<file path="config.mk">
export PLATFORM = sky130hd
export DESIGN_NAME = node_skid_fifo_flat
export DESIGN_NICKNAME = d
export VERILOG_FILES = /design/src/rtl/node_pkg.sv /design/src/rtl/node_skid_fifo_if.sv /design/src/rtl/node_fifo_mem.sv /design/src/rtl/node_skid_fifo.sv /design/src/flat_wrapper.sv
export SDC_FILE = /design/constraint.sdc
export NUM_CORES = 1
export LEC_CHECK = 0
export CORE_MARGIN = 2
export CORE_UTILIZATION = 35
export DETAILED_ROUTE_END_ITERATION = 10
export PLACE_DENSITY = 0.52
export SETUP_SLACK_MARGIN = 0.2
export SYNTH_ARGS = -nofsm -noshare
export SYNTH_HDL_FRONTEND = slang
export SYNTH_HIERARCHICAL = 1
export SYNTH_SLANG_ARGS = --single-unit
</file>
<file path="constraint.sdc">
create_clock -name clk -period 6.67 [get_ports clk]
set_clock_uncertainty 0.2 [all_clocks]
set_input_delay 2.001 -clock clk [delete_from_list [all_inputs] [get_ports clk]]
set_output_delay 2.001 -clock clk [all_outputs]
set_load 0.005 [all_outputs]
</file>
<file path="src/rtl/node_pkg.sv">
// Shared definitions for node pipeline stages.
package node_pkg;

  localparam int unsigned NODE_READY_LAT_DEFAULT = 1;

  // Width of an occupancy counter able to hold 0..depth inclusive.
  function automatic int unsigned node_count_w(input int unsigned depth);
    return $clog2(depth) + 1;
  endfunction

endpackage

</file>
<file path="src/rtl/node_skid_fifo_if.sv">
// Upstream/downstream handshake bundle of the skid FIFO stage.
interface node_skid_fifo_if #(
  parameter int unsigned WIDTH = 32
);

  logic [WIDTH-1:0] data_in;
  logic             valid_up_in;
  logic             ready_up_out;
  logic [WIDTH-1:0] data_out;
  logic             valid_down_out;
  logic             ready_down_in;

  // The FIFO stage itself.
  modport slave (
    input  data_in, valid_up_in, ready_down_in,
    output data_out, valid_down_out, ready_up_out
  );

  // Whoever drives the stage (upstream producer plus downstream consumer).
  modport master (
    output data_in, valid_up_in, ready_down_in,
    input  data_out, valid_down_out, ready_up_out
  );

endinterface

</file>
<file path="src/rtl/node_fifo_mem.sv">
// WIDTH x DEPTH register array: one synchronous write port, async read.
module node_fifo_mem #(
  parameter  int unsigned WIDTH = 32,
  parameter  int unsigned DEPTH = 4,
  localparam int unsigned AW    = $clog2(DEPTH)
) (
  input  logic             clk,
  input  logic             rst,
  input  logic             we,
  input  logic [AW-1:0]    waddr,
  input  logic [WIDTH-1:0] wdata,
  input  logic [AW-1:0]    raddr,
  output logic [WIDTH-1:0] rdata
);

  logic [WIDTH-1:0] mem [DEPTH];

  // Storage cleared on reset so the head reads zero out of reset.
  always_ff @(posedge clk or posedge rst) begin
    if (rst) begin
      for (int unsigned i = 0; i < DEPTH; i++) mem[i] <= '0;
    end else if (we) begin
      mem[waddr] <= wdata;
    end
  end

  assign rdata = mem[raddr];

endmodule

</file>
<file path="src/rtl/node_skid_fifo.sv">
// Receiving stage for an upstream node that sees our ready READY_LAT cycles
// late: in-flight beats land in a small FIFO, downstream gets plain valid/ready.
module node_skid_fifo
  import node_pkg::*;
#(
  parameter  int unsigned WIDTH     = 32,
  parameter  int unsigned DEPTH     = 4,
  parameter  int unsigned READY_LAT = NODE_READY_LAT_DEFAULT,
  localparam int unsigned AW        = $clog2(DEPTH),
  localparam int unsigned CW        = node_count_w(DEPTH)
) (
  input  logic              clk,
  input  logic              rst,
  node_skid_fifo_if.slave   bus,
  output logic [CW-1:0]     count,
  output logic              overflow_err
);

  // Reject configurations that cannot absorb the in-flight beats.
  if (DEPTH < READY_LAT + 2) begin : g_depth_chk
    $error("node_skid_fifo: DEPTH must be >= READY_LAT+2");
  end
  if ((DEPTH & (DEPTH - 1)) != 0) begin : g_pow2_chk
    $error("node_skid_fifo: DEPTH must be a power of two");
  end
  if (READY_LAT > 3) begin : g_lat_chk
    $error("node_skid_fifo: READY_LAT must be 0..3");
  end

  logic          grant;
  logic          push;
  logic          pop;
  logic          full;
  logic          push_acc;
  logic          drop;
  logic          ready_next;
  logic [CW-1:0] count_next;
  logic [AW-1:0] wr_ptr;
  logic [AW-1:0] rd_ptr;

  // Local copy of the ready delay line upstream applies; its oldest bit is
  // the ready value upstream is acting on this cycle.
  if (READY_LAT == 0) begin : g_no_sh
    assign grant = bus.ready_up_out;
  end else begin : g_sh
    logic [READY_LAT-1:0] rdy_sh;

    // Shift our registered ready into the delay line.
    always_ff @(posedge clk or posedge rst) begin
      if (rst) rdy_sh <= '0;
      else     rdy_sh <= READY_LAT'({rdy_sh, bus.ready_up_out});
    end

    assign grant = rdy_sh[READY_LAT-1];
  end

  // Handshake decode; a full FIFO still accepts when the head leaves this cycle.
  always_comb begin
    full       = (count == CW'(DEPTH));
    push       = bus.valid_up_in & grant;
    pop        = bus.valid_down_out & bus.ready_down_in;
    push_acc   = push & (~full | pop);
    drop       = push & full & ~pop;
    count_next = count + CW'(push_acc) - CW'(pop);
    ready_next = ((32'(count_next) + READY_LAT + 32'd1) <= DEPTH);
  end

  // Pointers, occupancy, registered ready/valid and sticky overflow.
  always_ff @(posedge clk or posedge rst) begin
    if (rst) begin
      wr_ptr             <= '0;
      rd_ptr             <= '0;
      count              <= '0;
      bus.ready_up_out   <= 1'b0;
      bus.valid_down_out <= 1'b0;
      overflow_err       <= 1'b0;
    end else begin
      wr_ptr             <= wr_ptr + AW'(push_acc);
      rd_ptr             <= rd_ptr + AW'(pop);
      count              <= count_next;
      bus.ready_up_out   <= ready_next;
      bus.valid_down_out <= (count_next != '0);
      if (drop) overflow_err <= 1'b1;
    end
  end

  node_fifo_mem #(
    .WIDTH (WIDTH),
    .DEPTH (DEPTH)
  ) u_mem (
    .clk   (clk),
    .rst   (rst),
    .we    (push_acc),
    .waddr (wr_ptr),
    .wdata (bus.data_in),
    .raddr (rd_ptr),
    .rdata (bus.data_out)
  );

endmodule

</file>
<file path="src/flat_wrapper.sv">
// flat-port wrapper written by rule: the top's interface ports become plain ports
module node_skid_fifo_flat import node_pkg::*;
#(
  parameter  int unsigned WIDTH     = 32,
  parameter  int unsigned DEPTH     = 4,
  parameter  int unsigned READY_LAT = NODE_READY_LAT_DEFAULT,
  localparam int unsigned AW        = $clog2(DEPTH),
  localparam int unsigned CW        = node_count_w(DEPTH)
)
  (clk, rst, count, overflow_err, bus_data_in, bus_valid_up_in, bus_ready_down_in, bus_data_out, bus_valid_down_out, bus_ready_up_out);
  node_skid_fifo_if #(.WIDTH(WIDTH)) bus_i ();
  input  logic clk;
  input  logic rst;
  output logic [CW-1:0] count;
  output logic overflow_err;
  input wire logic [$bits(bus_i.data_in)-1:0] bus_data_in;
  input wire logic [$bits(bus_i.valid_up_in)-1:0] bus_valid_up_in;
  input wire logic [$bits(bus_i.ready_down_in)-1:0] bus_ready_down_in;
  output wire logic [$bits(bus_i.data_out)-1:0] bus_data_out;
  output wire logic [$bits(bus_i.valid_down_out)-1:0] bus_valid_down_out;
  output wire logic [$bits(bus_i.ready_up_out)-1:0] bus_ready_up_out;
  assign bus_i.data_in = bus_data_in;
  assign bus_i.valid_up_in = bus_valid_up_in;
  assign bus_i.ready_down_in = bus_ready_down_in;
  assign bus_data_out = bus_i.data_out;
  assign bus_valid_down_out = bus_i.valid_down_out;
  assign bus_ready_up_out = bus_i.ready_up_out;
  node_skid_fifo #(.WIDTH(WIDTH), .DEPTH(DEPTH), .READY_LAT(READY_LAT)) u_core (.clk(clk), .rst(rst), .bus(bus_i), .count(count), .overflow_err(overflow_err));
endmodule
</file>
==> summary.md <==
For this run, the post-layout net count is 470. 74 I/O pins were placed. For the worst setup path, the data required time is 4470 ps. The number of nets handed over by synthesis was 391.

Class of the worst hold path: reg -> reg. The logs give 1474 for the final-layout fill cell count and 0 for the post-cts gate resize count. The tools report the total clock sinks as 139.

The number of maximum-capacitance violations was 0. Each instance of the synthesized netlist takes up on average 17.3 um2. The flow ran to the end, and the final reports show no timing, DRC or antenna violations. From synthesis to final layout, the design area changed by 25.6%.

The post-synthesis cell type with the largest combined area was sky130_fd_sc_hd__dfrtp_1. In this run the vertical extent of the chip is 135 um. The congestion estimate from routability-driven global placement came to 0.658. Cell area after synthesis: 6030 um2. The launching element type of the critical path was a flip-flop. Setup repair after global routing left no endpoint under its margin.

The highest metal layer carrying signal wires in the routed design is met4. On the worst path, the slowest cell contributes a delay of 1050 ps. STA classifies the critical path endpoint as an output port.

For the pin with the worst max-slew slack, the measured transition is 1040 ps. The floorplan step defined a core boundary enclosing 16700 um2. The final routed wire length divided by cell count is 18.8 um.

Data arrives at the worst endpoint at 2580 ps. The detailed router put a total of 5660 um of wire on met1. The number of buffers added to fix hold violations after cts is 0. In the synthesized netlist the async set-or-reset flop fraction comes to 100%.

The detailed-route DRC error count was 0; the wire length of the first global-routing pass was 20200 um. Headroom to the max-slew limit came out at 31.0%. Largest buffer count on any clock path: 2. Entering global routing, the biggest net connects 50 pins. The top cell type by area accounts for 57.7% of the synthesized area. Clock-pin slew was measured on the worst setup and hold paths at 60 ps.

The total leakage power is 0.00319 uW, and the hold path depth is 0. CTS placed an instance of sky130_fd_sc_hd__clkbuf_16 at the clock tree root. The number of antenna violations at the first check in global routing is 0. The initial core utilization is 36.1%. The pre-antenna-repair detailed-routing pass consisted of 4 iterations.

The critical path goes through mux4_2, clkdlybuf4s50_1. Global routing used 14.9% of the available tracks across all layers. Hold timing on the final database bottoms out at a slack of 180 ps. Ranked by total cell area, the synthesized netlist is headed by sky130_fd_sc_hd__dfrtp_1, sky130_fd_sc_hd__mux2_2, sky130_fd_sc_hd__mux4_2, sky130_fd_sc_hd__ha_1, sky130_fd_sc_hd__buf_2. Detailed routing placed a total of 6060 um of wire on met2. Top flip-flop cell by instance count after synthesis: sky130_fd_sc_hd__dfrtp_1. In this design, the largest share of critical-path delay is due to flip-flops.

In this run, CTS created clock tree buffers numbering 17. The floorplan row count is 47, and the maximum ir drop on the vdd rail is 0.220 mV. The run gives 4050 uW as the total power after layout.

The chip width is 135 um, and the number of logic stages on the critical path including buffering is 2. 0 antenna diodes ended up in the layout. The post-CTS setup-driven buffer insertion count came out at 0. The later pin in the worst-skew pair is clocked with a latency of 410 ps. The tools report the H-tree level count as 4. The count of nets left with antenna violations once routing finished came out at 0. The die area is 18300 um2.

In the final layout, the share of cells above drive strength 1 is 45.1%. The peak fanout along the critical path was 33. Total count of hold-check failures in the final report: 0. The slowest library cell on the worst path was sky130_fd_sc_hd__dfrtp_2.

The critical path is of the reg -> out type. For the worst flop-to-flop path, the logic depth is 11. The setup check on the worst reg-to-reg path leaves a slack of 3730 ps. The logs give 23 for the count of different cell masters after synthesis and 3278 for the number of vias after detailed routing. The synthesized design contains 0 enable-type register cells.

The time the worst path needs with I/O delays and setup is 4780 ps, and the number of DRC markers after the initial detailed-route iteration is 109. Setup violations remaining at the end of the flow were counted as 0. After technology mapping, the gate count stands at 349.

The total overflow left after global routing is 0. Total of flip-flops plus latches after synthesis: 139. After detailed routing, the number of vias per cell comes to 4.97. The via count of the first global-routing pass was 3642; the amount of wire on met3 after detailed routing was 553 um.

Summed over all nets, the half-perimeter wirelength after detailed placement is 7580 um. The number of buffers inserted by port buffering was 73. The final layout contains routed wiring with a total length of 12400 um.

Share of the yosys chip area belonging to registers: 57.7%. The final critical-path share of the clock period came out at 71.7%. TritonCTS built the clock tree. The buffers plus inverters on the worst setup path was 1; the top achievable clock speed was 209 MHz.

The run gives 0 as the count of final max-slew check failures. Summed over all failing endpoints, the final setup total negative slack is 0 ps. The power density normalized to cell area was 535 nW/um2. The tools report the synthesis warning total as 6.
routing by layer:
metal / up-vias / global-route usage, %
met4: 0 / 4.51
met2: 59 / 23.9
met1: 1745 / 19.5
met3: 9 / 4.71
li1: 1465 / -
met5: - / 0
cells by family (layout without fill, tap and decap cells):
family          count (synthesis)  count (layout)  synth area share, %
flops                         139             139                 57.7
compound gates                  4               4                0.498
buf+inv                        26             116                 2.37
xor+xnor                        4               4                 1.08
fa+ha+maj                       6               6                 1.37
simple gates                   10              10                 1.08
mux                           160             160                 35.9
layout make-up:
cell class	count	area (um2)	share of cell area (%)
timing repair buffer	80	796	10.5
multi-input combinational	184	2420	31.9
inverter	6	25.0	0.331
sequential	139	3480	46.0
clock inverter	7	90.1	1.19
clock buffer	23	488	6.45
tap	220	275	3.64
placed cells by master, fill, tap and decap left out, types with 3 or more instances in the layout:
| master | netlist | layout |
|---|---|---|
| sky130_fd_sc_hd__mux4_2 | 32 | 32 |
| sky130_fd_sc_hd__clkbuf_16 | 0 | 17 |
| sky130_fd_sc_hd__ha_1 | 5 | 5 |
| sky130_fd_sc_hd__buf_4 | 8 | 6 |
| sky130_fd_sc_hd__mux2_2 | 126 | 126 |
| sky130_fd_sc_hd__clkinv_2 | 0 | 3 |
| sky130_fd_sc_hd__clkdlybuf4s50_1 | 0 | 73 |
| sky130_fd_sc_hd__clkbuf_8 | 0 | 4 |
| sky130_fd_sc_hd__inv_1 | 6 | 5 |
| sky130_fd_sc_hd__dfrtp_1 | 139 | 137 |
sequential cells by signal, indices dropped and copies added, names as in the netlist:
register                   flops
u_core/overflow_err            1
u_core/u_mem/mem             128
u_core/bus.ready_up_out        1
u_core/g_sh.rdy_sh             1
u_core/wr_ptr                  2
u_core/count                   3
u_core/bus.valid_down_out      1
u_core/rd_ptr                  2
per-stage QoR:
step                utilization (%)  setup WS, ps  std cells  area, um2
global placement               41.9          1810        629       6990
finish                         45.3          1890        659       7570
CTS                            45.3          1780        659       7570
detailed placement             41.9          1780        629       6990
floorplan                         -          1060        349       6030
global route                   45.3          1740        659       7570
synth_stat cells (2+ instances only):
| library cell | instances |
|---|---|
| sky130_fd_sc_hd__xor2_1 | 2 |
| sky130_fd_sc_hd__mux2_2 | 126 |
| sky130_fd_sc_hd__mux4_2 | 32 |
| sky130_fd_sc_hd__inv_1 | 6 |
| sky130_fd_sc_hd__nand3b_1 | 2 |
| sky130_fd_sc_hd__nand2_1 | 2 |
| sky130_fd_sc_hd__ha_1 | 5 |
| sky130_fd_sc_hd__dfrtp_1 | 139 |
| sky130_fd_sc_hd__buf_2 | 12 |
| sky130_fd_sc_hd__mux2_1 | 2 |
| sky130_fd_sc_hd__buf_4 | 8 |
| sky130_fd_sc_hd__xor3_1 | 2 |
worst paths after layout:
| check | end | start |
|---|---|---|
| worst min register to register | u_core/g_sh.rdy_sh | u_core/bus.ready_up_out |
| worst max-delay path | bus_data_out[31] | u_core/rd_ptr[0] |
| max in group asynchronous | u_core/u_mem/mem[15] | rst |
| min in group asynchronous | u_core/overflow_err | rst |
| worst max register to register | u_core/bus.ready_up_out | u_core/count[1] |
| worst min-delay path | u_core/g_sh.rdy_sh | u_core/bus.ready_up_out |
power by group:
part,switching (uW),internal [uW],total [uW]
logic,485,1100,1580
registers,281,1270,1550
clock network,333,584,917
total,1100,2960,4050
worst register-to-register path, stage by stage, from the launching register on:
cell                      delay [ps]
sky130_fd_sc_hd__dfrtp_1         480
sky130_fd_sc_hd__nor2_1          130
sky130_fd_sc_hd__a31o_1          230
sky130_fd_sc_hd__ha_1            280
sky130_fd_sc_hd__inv_1            60
sky130_fd_sc_hd__ha_1            130
sky130_fd_sc_hd__inv_1            40
sky130_fd_sc_hd__fa_1            400
sky130_fd_sc_hd__xor3_1          210
sky130_fd_sc_hd__ha_1            300
sky130_fd_sc_hd__or3b_1          340
sky130_fd_sc_hd__o21ai_1          70
Note: power is estimated with default switching activity, not from simulation.
